[src/rtl/inst_loader_pkg.sv]
// Shared definitions for the instruction-memory loader: state encoding and width defaults.
package inst_loader_pkg;

  localparam int WORD_DEF = 32;
  localparam int ADDR_DEF = 8;

  typedef enum logic [1:0] {
    S_IDLE  = 2'd0,
    S_LOAD  = 2'd1,
    S_DRAIN = 2'd2,
    S_RUN   = 2'd3
  } state_t;

endpackage

[src/rtl/inst_loader.sv]
// Streams a program into instruction memory, holding the core until the last word is written,
// then hands the memory address port back to the core's fetch address.
module inst_loader
  import inst_loader_pkg::*;
#(
  parameter int WORD = WORD_DEF,
  parameter int ADDR = ADDR_DEF
) (
  input  logic            clk,
  input  logic            reset,
  input  logic            start_i,
  input  logic [ADDR:0]   len_i,
  input  logic            s_valid_i,
  input  logic [WORD-1:0] s_data_i,
  output logic            s_ready_o,
  input  logic [ADDR-1:0] core_addr_i,
  output logic [ADDR-1:0] mem_addr_o,
  output logic            mem_write_o,
  output logic [WORD-1:0] mem_data_o,
  output logic            core_hold_o,
  output logic            busy_o,
  output logic            done_o,
  output logic [WORD-1:0] checksum_o,
  output state_t          dbg_state_o
);

  localparam logic [ADDR:0] DEPTH = {1'b1, {ADDR{1'b0}}};

  state_t          state;
  logic [ADDR:0]   n_q;
  logic [ADDR:0]   count_q;
  logic [ADDR-1:0] wr_addr_q;
  logic [ADDR:0]   len_sat;
  logic            hs;
  logic            loading;

  // Stream handshake: a word moves when s_valid_i & s_ready_o are both high at a rising edge.
  // s_ready_o depends on registered state only, so it never waits on s_valid_i.
  assign len_sat     = (len_i > DEPTH) ? DEPTH : len_i;
  assign loading     = (state == S_LOAD) || (state == S_DRAIN);
  assign s_ready_o   = (state == S_LOAD) && (count_q < n_q);
  assign hs          = s_valid_i && s_ready_o;
  assign busy_o      = loading;
  assign mem_addr_o  = loading ? wr_addr_q : core_addr_i;
  assign dbg_state_o = state;

  always_ff @(posedge clk) begin
    if (reset) begin
      state       <= S_IDLE;
      n_q         <= '0;
      count_q     <= '0;
      wr_addr_q   <= '0;
      mem_write_o <= 1'b0;
      mem_data_o  <= '0;
      checksum_o  <= '0;
      core_hold_o <= 1'b1;
      done_o      <= 1'b0;
    end else begin
      mem_write_o <= 1'b0;
      done_o      <= 1'b0;
      case (state)
        S_IDLE, S_RUN: begin
          if (start_i) begin
            n_q        <= len_sat;
            count_q    <= '0;
            wr_addr_q  <= '0;
            checksum_o <= '0;
            if (len_sat == '0) begin
              state       <= S_RUN;
              core_hold_o <= 1'b0;
              done_o      <= 1'b1;
            end else begin
              state       <= S_LOAD;
              core_hold_o <= 1'b1;
            end
          end
        end
        S_LOAD: begin
          if (hs) begin
            // count_q doubles as the next write address; it stops at DEPTH so the address never wraps.
            mem_write_o <= 1'b1;
            wr_addr_q   <= count_q[ADDR-1:0];
            mem_data_o  <= s_data_i;
            count_q     <= count_q + 1'b1;
            checksum_o  <= checksum_o ^ s_data_i;
            if (count_q == n_q - 1'b1) state <= S_DRAIN;
          end
        end
        S_DRAIN: begin
          state       <= S_RUN;
          core_hold_o <= 1'b0;
          done_o      <= 1'b1;
        end
        default: state <= S_IDLE;
      endcase
    end
  end

endmodule
[config.mk]
export PLATFORM = sky130hd
export DESIGN_NAME = inst_loader
export DESIGN_NICKNAME = d
export VERILOG_FILES = /design/src/rtl/inst_loader_pkg.sv /design/src/rtl/inst_loader.sv
export SDC_FILE = /design/constraint.sdc
export NUM_CORES = 1
export LEC_CHECK = 0
export CORE_MARGIN = 3
export CORE_UTILIZATION = 57
export DETAILED_ROUTE_END_ITERATION = 6
export DONT_BUFFER_PORTS = 1
export PLACE_DENSITY_LB_ADDON = 0.3
export SLEW_MARGIN = 20
export SYNTH_ARGS = -nofsm -noshare
export SYNTH_HDL_FRONTEND = slang
export SYNTH_SLANG_ARGS = --single-unit
[constraint.sdc]
create_clock -name clk -period 5 [get_ports clk]
set_input_delay 1 -clock clk [delete_from_list [all_inputs] [get_ports clk]]
set_output_delay 1 -clock clk [all_outputs]
set_load 0.02 [all_outputs]
Word-level counts from Yosys, hierarchy flattened
Index checks and enable logic that the tools add are counted.

Eq/ne operators: 7. Bitwise gates (word level): 2. Reductions and logical operators: 14. Magnitude comparators: 2. Multiplexer cells: 23. Add/sub/neg operators: 2.

Operators with widths (number): $mux 32 (2); $pmux 32 s2 (1); $xor 32x32->32 (1); $mux 9 (3); $mux 8 (3); $pmux 9 s2 (1); $pmux 8 s2 (1); $add 9x1->9 const B (1); $eq 9x9->1 (1); $gt 9x9->1 const B (1); $logic_not 9->1 (1); $lt 9x9->1 (1); $sub 9x1->9 const B (1); $mux 2 (4); $pmux 2 s3 (1); $reduce_and 2->1 (3); $reduce_and 3->1 (2); $mux 1 (5); $eq 2x2->1 const B (2); $ne 2x2->1 const B (2); $pmux 1 s2 (2); $reduce_bool 2->1 (2); $reduce_or 2->1 (2); $eq 2x1->1 const B (1); other kinds (5) (6).

Input bits: 53. Register bits after elaboration: 95. Logic and storage cells: 59. Output and inout bits: 79.

Depth between registers and ports, before layout
Depth after elaboration: 6. Mapped depth: 12. Mapped depth without buffers: 9.

Worst setup path after synthesis
No wires, ideal clock.

Path type: reg-to-output. Start point: register state[0], in the netlist dbg_state_o[0]. End point: output mem_addr_o[0]. Path slack: 2.334 ns. Path buffers: 1. Cell stages (with the launch flop): 5. Data required time: 4.000 ns. Data arrival time: 1.666 ns. Path through: dfxtp_1 > inv_1 > ha_1 > clkbuf_1 > mux2_2.

Cells in the longest elaborated chain, start to end: 3. Elaborated cells on any way between the ends: 4. Those cells by class: eq/ne (2); mux (1); reduce/logical (1).

RTL lines: start: declaration (line inst_loader.sv:29) `state_t state;`; start signal: assignment (line inst_loader.sv:49) `state <= S_IDLE;`; start signal: assignment (line inst_loader.sv:69) `state <= S_RUN;`; start signal: assignment (line inst_loader.sv:73) `state <= S_LOAD;`; $eq 2x1->1 / $eq 2x2->1 (equally long branches) (line inst_loader.sv:40) `assign loading = (state == S_LOAD) || (state == S_DRAIN);`; $logic_or 1x1->1 * (line inst_loader.sv:40); $mux 8 * (line inst_loader.sv:44) `assign mem_addr_o = loading ? wr_addr_q : core_addr_i;`; end: declaration (line inst_loader.sv:17) `output logic [ADDR-1:0] mem_addr_o,`.

Mark *: on every way between the ends. The rest lies on a longest branch, timed or not.

Final worst setup path
Start point: register n_q[3]. End point: register wr_addr_q[5].

Cells in the longest elaborated chain, start to end: 5.

RTL lines: start: declaration (line inst_loader.sv:30) `logic [ADDR:0] n_q;`; start signal: assignment (line inst_loader.sv:64) `n_q <= len_sat;`; $lt 9x9->1 (line inst_loader.sv:41) `assign s_ready_o = (state == S_LOAD) && (count_q < n_q);`; $logic_and 1x1->1 (line inst_loader.sv:41); $logic_and 1x1->1 (line inst_loader.sv:42) `assign hs = s_valid_i && s_ready_o;`; $ne 2x2->1 (no line); $reduce_and 3->1 (no line); end signal: assignment (line inst_loader.sv:82) `wr_addr_q <= count_q[ADDR-1:0];`; end: declaration (line inst_loader.sv:32) `logic [ADDR-1:0] wr_addr_q;`.

Every way passes these cells. A chain may end at the register's enable or synchronous reset.

==> results.md <==
- Leak: approximately 0.0016 uW
- Core Box Area: roughly 0.0070 sq mm
- Ant diodes: 0
- GRT Total Usage: a little under a quarter
- Top FF cell, synth: dfxtp_1
- Setup WS post-layout: ~1800 ps
- Leading cell types in the layout, fill and taps excluded: dfxtp_1 (95), nand2_1 (92), a21oi_1 (56)
- Post-CTS Setup Bufs: 0
- Peak VDD IR: 0.322 mV
- Required time of the critical path: approximately 5300 ps
- RSZ-0062 raised after global routing: false
- Crit Path Category: flop to flop
- TritonCTS buffer count: 9
- Cell Int Power: around 1500 uW
- First DRT Iteration DRCs: roughly 140
- Worst skew pair latency: about 360 ps
- Share of layout cells above drive strength 1: between 6 and 7%
- DIE HEIGHT: 92.3 microns
- Slew of the pin with the lowest slew margin: between 600 and 700 ps
- Critical path arrival: approximately 3500 ps
- CTS tree: done
- Total Power: between 2000 and 3000 uW
- Avg Inst Size Synth: a little over 8 sq um
- Status: finished clean
- Via count: between 3k and 4k
- Clk pwr share: 16.6%
- Flops & latches, synth: between 90 and 100
- Drt wl/cell: about 16 microns
- Clk_skew: roughly 9.7 ps
- Fin crit share: 63.7%
- CTS Hold Buffers Added: 0
- Max-slew violation count: 0
- Cell total after placement: between 500 and 600
- Register area: 0.00190 sq mm
- ANT nets after route: 0
- CTS clk-pin slew, worst paths: around 90 ps
- Nets: 562
- Register area share after synthesis: 44.8%
- Fmax: between 0.3 and 0.4 GHz
- H-Tree Depth: 3
- Placed Area: about 0.0043 sq mm
- EDFF count, synth: 0
- DP Worst Slack: between 1500 and 2000 ps
- Hpwl dp: 6800 microns
- First-pass GRT wire length: ~16000 microns
- Root buffer cell: clkbuf_8
- Post-Synthesis Cell Area: approximately 0.0042 sq mm
- Via density: roughly 5.7
- Cell count after synthesis: 511
- Max Cap Viol: 0
- Layout area overhead: 4.89%
- Relative slew slack: ~60%
- CTS resizes: 0
- Die area: 0.00852 sq mm
- Chip width: slightly above 90 microns
- Router iterations before antenna repair: 4
- Net Sw Frac: between 40% and 50%
- Net Sw Power: 1340 uW
- Commonest non-fill, non-tap cell in the layout: dfxtp_1
- Area occupied by multi-input gates: 0.00216 sq mm
- Starting Density: around 60%
- Number of global-route vias before repair: between 3k and 4k
- Netlist cell types: 42
- Worst hold path class: flop to flop
- Setup tns final: 0 ps
- Power density over the cells: ~640 mW/mm^2
- Initial antenna violation count: 0
- Combinational group share of total power: between 30% and 40%
- Grt total ovfl: 0
- Non-filler cells, final: around 600
- CTS sink count: 95
- Crit end category: flop
- Largest net degree at the start of global routing: 50
- Register share of total power: 44.8%
- Yosys warnings: 0
- Max Buffers Root-to-Sink: 2
- Minimum clock period: 3190 ps
- Design area: between 0.004 and 0.005 sq mm
- Site row count: 30
- DRC violations left: 0
- Final Hold Vio Count: 0
- Io pins: 132
- Final wirelength: 9680 microns
- Port bufs: 0
- Global placer's final weighted congestion: approximately 0.83
- Synth async-reset ratio: 0%
- Crit-path max FO: between 40 and 50
- Critical Path Source Type: flop
- # fillers: about 660
- Syn_nets: about 580
- Final setup violation count: 0
synth_stat cells (4+ instances only):
library cell	n	area (sq um)
o31ai_1	5	37.5
inv_1	16	60.1
xor2_1	38	333
nor3b_1	10	75.1
dfxtp_1	95	1900
nor2_1	52	195
clkbuf_1	15	56.3
ha_1	14	175
xnor2_1	11	96.3
nand3_1	39	195
nand4_1	5	31.3
buf_1	5	18.8
or4_1	4	30.0
nand2_1	92	345
mux2_2	8	90.1
buf_2	11	55.1
a21oi_1	56	280
critical path, cell delays in order, from the launching register on:
cell and delay, ps:
dfxtp_1 510, inv_1 110, ha_1 290, o21ai_0 60
a221oi_1 530, or2_1 490, buf_4 360, o21ai_1 90
a21o_1 200, buf_4 280, a21oi_1 180
sequential cells by signal, summed over array words and instances (netlist names):
name	flops
checksum_o	32
core_hold_o	1
count_q	9
dbg_state_o	2
done_o	1
mem_data_o	32
mem_write_o	1
n_q	9
wr_addr_q	8
layout make-up:
type / count / share of cell area [%]
inverter: 16 / 1.35
tap: 96 / 2.70
timing repair buffer: 5 / 0.843
clock buffer: 10 / 2.87
sequential: 95 / 42.7
multi-input combinational: 368 / 48.4
clock inverter: 6 / 1.15
metal layers:
metal  global-route usage (%)  wire [microns]  vias to the layer above
met2                     35.6            4580                      133
met1                     28.5            3980                     1572
met3                     7.23             848                       21
li1                         -               -                     1669
met4                     10.6             267                        0
met5                        0               0                        -
power groups by stage:
stage	Combinational, uW	Clock [uW]	Sequential [uW]
final	1090	471	1270
after detailed placement	1090	0	1290
after floorplan	939	0	1240
after global placement	1070	0	1290
after CTS	1100	481	1270
after global routing	1230	511	1290
cell families after synthesis:
group / synth area share, %
compound gates: 11.6
xor+xnor: 10.1
fa+ha+maj: 4.12
buf+inv: 4.66
flops: 44.8
mux: 2.12
simple gates: 22.7
per-stage QoR:
| step | hold WS [ps] | utilization, % |
|---|---|---|
| 6_report | 459 | 63.5 |
| 5_1_grt | 480 | 63.5 |
| 4_1_cts | 460 | 63.5 |
| 3_5_place_dp | 447 | 60.9 |
| 3_3_place_gp | 444 | 60.9 |
| 2_1_floorplan | 434 | - |
path summary, 6_finish.rpt:
kind / start / depth (start not counted) / endpoint / slack (ps)
hold reg to reg: wr_addr_q[1] / 2 / wr_addr_q[1] / 460
hold / removal: wr_addr_q[1] / 2 / wr_addr_q[1] / 460
setup / recovery: n_q[3] / 10 / wr_addr_q[5] / 1810
setup reg to reg: n_q[3] / 10 / wr_addr_q[5] / 1810
Power figures use the tool's default switching activity.
